--- config.mk ---
export PLATFORM = sky130hd
export DESIGN_NAME = sc_lives_levels_counter
export DESIGN_NICKNAME = d
export VERILOG_FILES = /design/src/rtl/sc_game_pkg.sv /design/src/rtl/sc_edge_detect_low.sv /design/src/rtl/sc_lives_levels_counter.sv
export SDC_FILE = /design/constraint.sdc
export NUM_CORES = 1
export LEC_CHECK = 0
export ABC_AREA = 1
export BUFFER_PORTS_ARGS = -buffer_cell sky130_fd_sc_hd__buf_2
export CAP_MARGIN = 20
export CORE_MARGIN = 10
export CORE_UTILIZATION = 45
export CTS_CLUSTER_DIAMETER = 80
export DETAILED_ROUTE_END_ITERATION = 6
export PLACE_DENSITY = 0.71
export SYNTH_ARGS = -nofsm -noshare
export SYNTH_HDL_FRONTEND = slang
export SYNTH_SLANG_ARGS = --single-unit
--- constraint.sdc ---
create_clock -name SC_LIVESLEVELS_CLOCK_50 -period 1.84 [get_ports SC_LIVESLEVELS_CLOCK_50]
set_clock_uncertainty 0.2 [all_clocks]
set_input_delay 0.368 -clock SC_LIVESLEVELS_CLOCK_50 [delete_from_list [all_inputs] [get_ports SC_LIVESLEVELS_CLOCK_50]]
set_output_delay 0.368 -clock SC_LIVESLEVELS_CLOCK_50 [all_outputs]
set_load 0.03 [all_outputs]
--- src/rtl/sc_game_pkg.sv ---
// Shared game definitions: FSM state encodings and counter defaults used by the
// lives/levels counter and the general game state machine.
package sc_game_pkg;

  typedef enum logic [1:0] {
    ST_RUN       = 2'd0,
    ST_LOCK_LOSE = 2'd1,
    ST_LOCK_WIN  = 2'd2
  } gameState_t;

  localparam int INIT_LIVES_DEF = 3;
  localparam int MAX_LEVELS_DEF = 4;
  localparam int CNT_W_DEF      = 3;

endpackage

--- src/rtl/sc_edge_detect_low.sv ---
// Falling-edge detector for an active-low strobe: one history flop (reset/clear to 1)
// and a combinational pulse when history is high and the current sample is low.
module sc_edge_detect_low (
  input  logic SC_EDGEDETECT_CLOCK_50,
  input  logic SC_EDGEDETECT_RESET_InLow,
  input  logic SC_EDGEDETECT_clear_InLow,
  input  logic SC_EDGEDETECT_strobe_InLow,
  output logic SC_EDGEDETECT_fall_Out
);

  logic historyReg;

  always_ff @(posedge SC_EDGEDETECT_CLOCK_50 or negedge SC_EDGEDETECT_RESET_InLow) begin
    if (!SC_EDGEDETECT_RESET_InLow)
      historyReg <= 1'b1;
    else if (!SC_EDGEDETECT_clear_InLow)
      historyReg <= 1'b1;
    else
      historyReg <= SC_EDGEDETECT_strobe_InLow;
  end

  assign SC_EDGEDETECT_fall_Out = historyReg & ~SC_EDGEDETECT_strobe_InLow;

endmodule

--- src/rtl/sc_lives_levels_counter.sv ---
// Lives/levels counter answering the game state machine's count strobes.
// Optional macro SC_LIVESLEVELS_BONUS_LIFE_EN: a passed level also restores one life.
//
// state        | meaning
// ST_RUN       | counting life/level events
// ST_LOCK_LOSE | lives exhausted, counts frozen until clear/reset
// ST_LOCK_WIN  | final level reached, counts frozen until clear/reset
module sc_lives_levels_counter
  import sc_game_pkg::*;
#(
  parameter int INIT_LIVES = INIT_LIVES_DEF,
  parameter int MAX_LEVELS = MAX_LEVELS_DEF,
  parameter int CNT_W      = CNT_W_DEF
) (
  input  logic             SC_LIVESLEVELS_CLOCK_50,
  input  logic             SC_LIVESLEVELS_RESET_InLow,
  input  logic             SC_LIVESLEVELS_clear_InLow,
  input  logic             SC_LIVESLEVELS_contador_vidas_InLow,
  input  logic             SC_LIVESLEVELS_contador_niveles_InLow,
  output logic             SC_LIVESLEVELS_COMPARATOR_LIVES_Out,
  output logic             SC_LIVESLEVELS_COMPARATOR_LEVELS_OutLow,
  output logic [CNT_W-1:0] SC_LIVESLEVELS_lives_Out,
  output logic [CNT_W-1:0] SC_LIVESLEVELS_level_Out,
  output logic             SC_LIVESLEVELS_locked_Out
);

  localparam logic [CNT_W-1:0] INIT_C = CNT_W'(INIT_LIVES);
  localparam logic [CNT_W-1:0] MAX_C  = CNT_W'(MAX_LEVELS);
  localparam logic [CNT_W-1:0] ONE_C  = CNT_W'(1);

  gameState_t       stateReg, stateNext;
  logic [CNT_W-1:0] livesReg, livesNext;
  logic [CNT_W-1:0] levelReg, levelNext;
  logic             lifeEvent, levelEvent;

  sc_edge_detect_low uLifeEdge (
    .SC_EDGEDETECT_CLOCK_50     (SC_LIVESLEVELS_CLOCK_50),
    .SC_EDGEDETECT_RESET_InLow  (SC_LIVESLEVELS_RESET_InLow),
    .SC_EDGEDETECT_clear_InLow  (SC_LIVESLEVELS_clear_InLow),
    .SC_EDGEDETECT_strobe_InLow (SC_LIVESLEVELS_contador_vidas_InLow),
    .SC_EDGEDETECT_fall_Out     (lifeEvent)
  );

  sc_edge_detect_low uLevelEdge (
    .SC_EDGEDETECT_CLOCK_50     (SC_LIVESLEVELS_CLOCK_50),
    .SC_EDGEDETECT_RESET_InLow  (SC_LIVESLEVELS_RESET_InLow),
    .SC_EDGEDETECT_clear_InLow  (SC_LIVESLEVELS_clear_InLow),
    .SC_EDGEDETECT_strobe_InLow (SC_LIVESLEVELS_contador_niveles_InLow),
    .SC_EDGEDETECT_fall_Out     (levelEvent)
  );

  always_ff @(posedge SC_LIVESLEVELS_CLOCK_50 or negedge SC_LIVESLEVELS_RESET_InLow) begin
    if (!SC_LIVESLEVELS_RESET_InLow) begin
      stateReg <= ST_RUN;
      livesReg <= INIT_C;
      levelReg <= '0;
    end else begin
      stateReg <= stateNext;
      livesReg <= livesNext;
      levelReg <= levelNext;
    end
  end

  always_comb begin
    stateNext = stateReg;
    livesNext = livesReg;
    levelNext = levelReg;
    if (!SC_LIVESLEVELS_clear_InLow) begin
      stateNext = ST_RUN;
      livesNext = INIT_C;
      levelNext = '0;
    end else begin
      case (stateReg)
        ST_RUN: begin
`ifdef SC_LIVESLEVELS_BONUS_LIFE_EN
          // A simultaneous loss and bonus cancel out.
          if (lifeEvent && !levelEvent && livesReg != '0)
            livesNext = livesReg - ONE_C;
          else if (levelEvent && !lifeEvent && livesReg < INIT_C)
            livesNext = livesReg + ONE_C;
`else
          if (lifeEvent && livesReg != '0)
            livesNext = livesReg - ONE_C;
`endif
          if (levelEvent && levelReg < MAX_C)
            levelNext = levelReg + ONE_C;
          if (livesNext == '0)
            stateNext = ST_LOCK_LOSE;
          else if (levelNext == MAX_C)
            stateNext = ST_LOCK_WIN;
        end
        ST_LOCK_LOSE, ST_LOCK_WIN: stateNext = stateReg;
        default: stateNext = ST_RUN;
      endcase
    end
  end

  assign SC_LIVESLEVELS_COMPARATOR_LIVES_Out     = (livesReg == '0);
  assign SC_LIVESLEVELS_COMPARATOR_LEVELS_OutLow = (levelReg != MAX_C);
  assign SC_LIVESLEVELS_lives_Out                = livesReg;
  assign SC_LIVESLEVELS_level_Out                = levelReg;
  assign SC_LIVESLEVELS_locked_Out               = (stateReg != ST_RUN);

endmodule

==> flow_metrics.py <==
metrics = {
    "status": {
        "outcome": "finished, violations left",
        "failed_checks": "negative setup slack",
    },
    "timing": {
        "max_slew_margin_pct": 84.1,
        "finalHoldViolCount": 0,
        "rsz0062_at_grt": "true",
        "fmax_mhz": 528,
        "fin_ws_ns": -0.0533,
        "fin_crit_sh_pct": 103,
        "fin_crit_ns": 1.89,
        "tightestPinTransition_ns": 0.238,
        "slew_violations": 0,
        "finalSetupViolCount": 3,
        "fin_tns_setup_ns": -0.128,
    },
    "run": {
        "maxCapViolCount": 0,
    },
    "finish": {
        "final_cell_count_no_fill": 114,
        "drive_gt1_share_pct": 43.4,
        "final_common_cell": "nand2_1",
        "final_nets": 110,
        "n_antenna_cell": 0,
        "area_delta_synth_final_pct": 32.8,
        "mostFrequentLayoutCells": "nand2_1 (18), buf_2 (11), inv_1 (10)",
        "utilization_pct": 62.7,
        "design_area_um2": 816,
        "fillers": 124,
    },
    "yosys": {
        "yosysSeqAreaShare_pct": 41.5,
        "synthArstFlopShare_pct": 100,
        "synthesis.instances": 76,
        "synth-compound-area-share_pct": 7.74,
        "synth_xor_area_share_pct": 0,
        "yosys.area_share.adder_pct": 10.2,
        "synth_simple_gate_area_share_pct": 29.7,
        "yosys.cell_types.count": 18,
        "post-synth-top-area-cell": "dfrtp_1",
        "synth_seq_cells": 10,
        "netlist_top_cells_area": "dfrtp_1 (24%), dfstp_2 (17%), nand2_1 (11%), ha_1 (10%), inv_1 (7.3%)",
        "synth_top_family_by_area": "simple AND/OR/NAND/NOR gates",
        "synth_edf_count": 0,
        "synth_area_um2": 614,
        "synth_top_area_share_pct": 24.4,
        "synth_flop_cell": "dfrtp_1",
        "syn_nets": 86,
        "muxShareOfSynthArea_pct": 0,
        "yosysWarnings": 0,
        "syn_avg_cell_area_um2": 8.08,
    },
    "global_routing": {
        "grt_pass1_vias": 607,
        "grt_pass1_wl_mm": 2.46,
        "antenna_found_initial": 0,
        "overflow": 0,
        "grt_max_degree": 11,
        "grt_usage_pct": 9.55,
    },
    "route": {
        "final_antenna_net_count": 0,
        "routed_wl_mm": 1.41,
        "wire_per_inst_um": 12.3,
        "drtPass1Iterations": 4,
        "drt_iter0_drc": 12,
        "drcViolationCount": 0,
        "vias": 570,
        "via_per_inst": 5.00,
    },
    "clock_tree": {
        "path_clk_slew_ns": 0.07,
        "cts_tree": "built",
        "root_buffer": "clkbuf_4",
        "clock_latency_ns": 0.27,
        "clock-sinks": 10,
        "h-tree-depth": 1,
        "cts_buffers": 3,
        "cts_buffer_depth": 2,
    },
    "power": {
        "vdd_drop_max_uv": 496,
        "p_switching_mw": 0.225,
        "power_frac_comb_pct": 31.2,
        "power_density_mw_per_mm2": 817,
        "power_frac_seq_pct": 38.4,
        "clkPwrFrac_pct": 30.4,
        "leakage_nw": 0.441,
        "switching_share_pct": 33.8,
        "intPower_mw": 0.441,
    },
    "setup_path": {
        "worst_setup_path_end_kind": "flip-flop",
        "reg2reg_from": "SC_LIVESLEVELS_lives_Out[0]",
        "crit_path_max_fanout": 4,
        "cp.arrival_ns": 1.86,
        "required_ns": 1.81,
        "cp-start-kind": "flip-flop",
        "startpoint": "SC_LIVESLEVELS_lives_Out[0]",
        "crit_type": "reg -> reg",
    },
    "die": {
        "pin_count": 14,
        "core-area_mm2": 0.00130,
        "start_util_pct": 47.2,
        "die_x_um": 57.0,
        "rows": 13,
        "die_area_mm2": 0.00324,
        "die_h_um": 57.0,
    },
    "placed_design": {
        "io_buffers": 13,
        "place_hpwl_mm": 1.14,
        "place_area_um2": 746,
        "placed_cells": 107,
        "gp_congestion": 0.887,
        "dp_slack_ns": -0.0369,
    },
    "hold_path": {
        "hp-class": "in -> reg",
        "min-delay-start": "SC_LIVESLEVELS_contador_niveles_InLow",
    },
}
## worst paths after layout
kind / cells past startpoint / endpoint / slack [ns]
max reg2reg: 12 / stateReg[1] / -0.05
max: 12 / stateReg[1] / -0.05
min reg2reg: 3 / stateReg[1] / 0.37
min: 3 / uLevelEdge.historyReg / 0.10
max in group asynchronous: 2 / uLevelEdge.historyReg / 0.91
min in group asynchronous: 2 / stateReg[0] / 0.28
## what timing repair did
item	CTS	global route
setup buffers	1	1
endpoints found under the hold margin	10	0
hold buffers	1	0
resized for setup	2	1
gates cloned	0	0
setup endpoints to repair	3	5
## Yosys cell counts (2+ instances only)
| master | number |
|---|---|
| nand2_1 | 18 |
| inv_1 | 12 |
| dfrtp_1 | 6 |
| nand2_2 | 6 |
| nand3_1 | 6 |
| ha_1 | 5 |
| dfstp_2 | 4 |
| inv_2 | 4 |
| o22ai_1 | 4 |
| nand4_1 | 2 |
| o21ai_0 | 2 |
## sequential cells by signal, indices dropped and copies added, names as in the netlist
name and flops:
stateReg 2, uLevelEdge.historyReg 1, uLifeEdge.historyReg 1, SC_LIVESLEVELS_level_Out 3, SC_LIVESLEVELS_lives_Out 3
## cells by family after synthesis
kind of cell	after synthesis
and+or+nand+nor	36
buffers and inverters	17
DFF	10
AOI/OAI and AO/OA	8
adders and majority gates	5
## routing by layer
metal	vias up	global-route usage, %	part of all wire, %
met1	261	8.82	44
met5	-	0	0
li1	290	-	-
met4	0	4.03	2.1
met2	14	16.9	47
met3	5	5.31	7.4
## power by group through the flow
stage	logic [mW]	clock network (mW)	registers, mW
floorplan	0.105	0	0.289
global placement	0.191	0	0.260
detailed placement	0.198	0	0.261
CTS	0.204	0.208	0.257
global route	0.234	0.217	0.258
finish	0.208	0.203	0.256
## metrics by stage
stage	hold WS, ns	power, mW
6_report	0.103	0.666
5_1_grt	0.113	0.710
4_1_cts	0.103	0.668
3_5_place_dp	0.0426	0.458
3_3_place_gp	0.0381	0.451
2_1_floorplan	-0.128	0.394
## cell type report
cell class                 instances  area [um2]  share of cell area, %
clock buffer                       4        36.3                   4.45
inverter                          17        66.3                   8.13
multi-input combinational         49         318                   39.0
sequential                        10         255                   31.3
tap                               15        18.8                   2.30
timing repair buffer              19         121                   14.9
## critical path, stage by stage (launching register included)
cell and delay (ns):
dfstp_2 0.54, inv_2 0.05, ha_4 0.16, ha_4 0.16
nor2_4 0.11, nand2_2 0.09, nand2_2 0.07, nand2_2 0.06
inv_2 0.05, nand3_2 0.05, nand2_1 0.06, nand2_1 0.06
and2_1 0.13
Power figures use the tool's default switching activity.
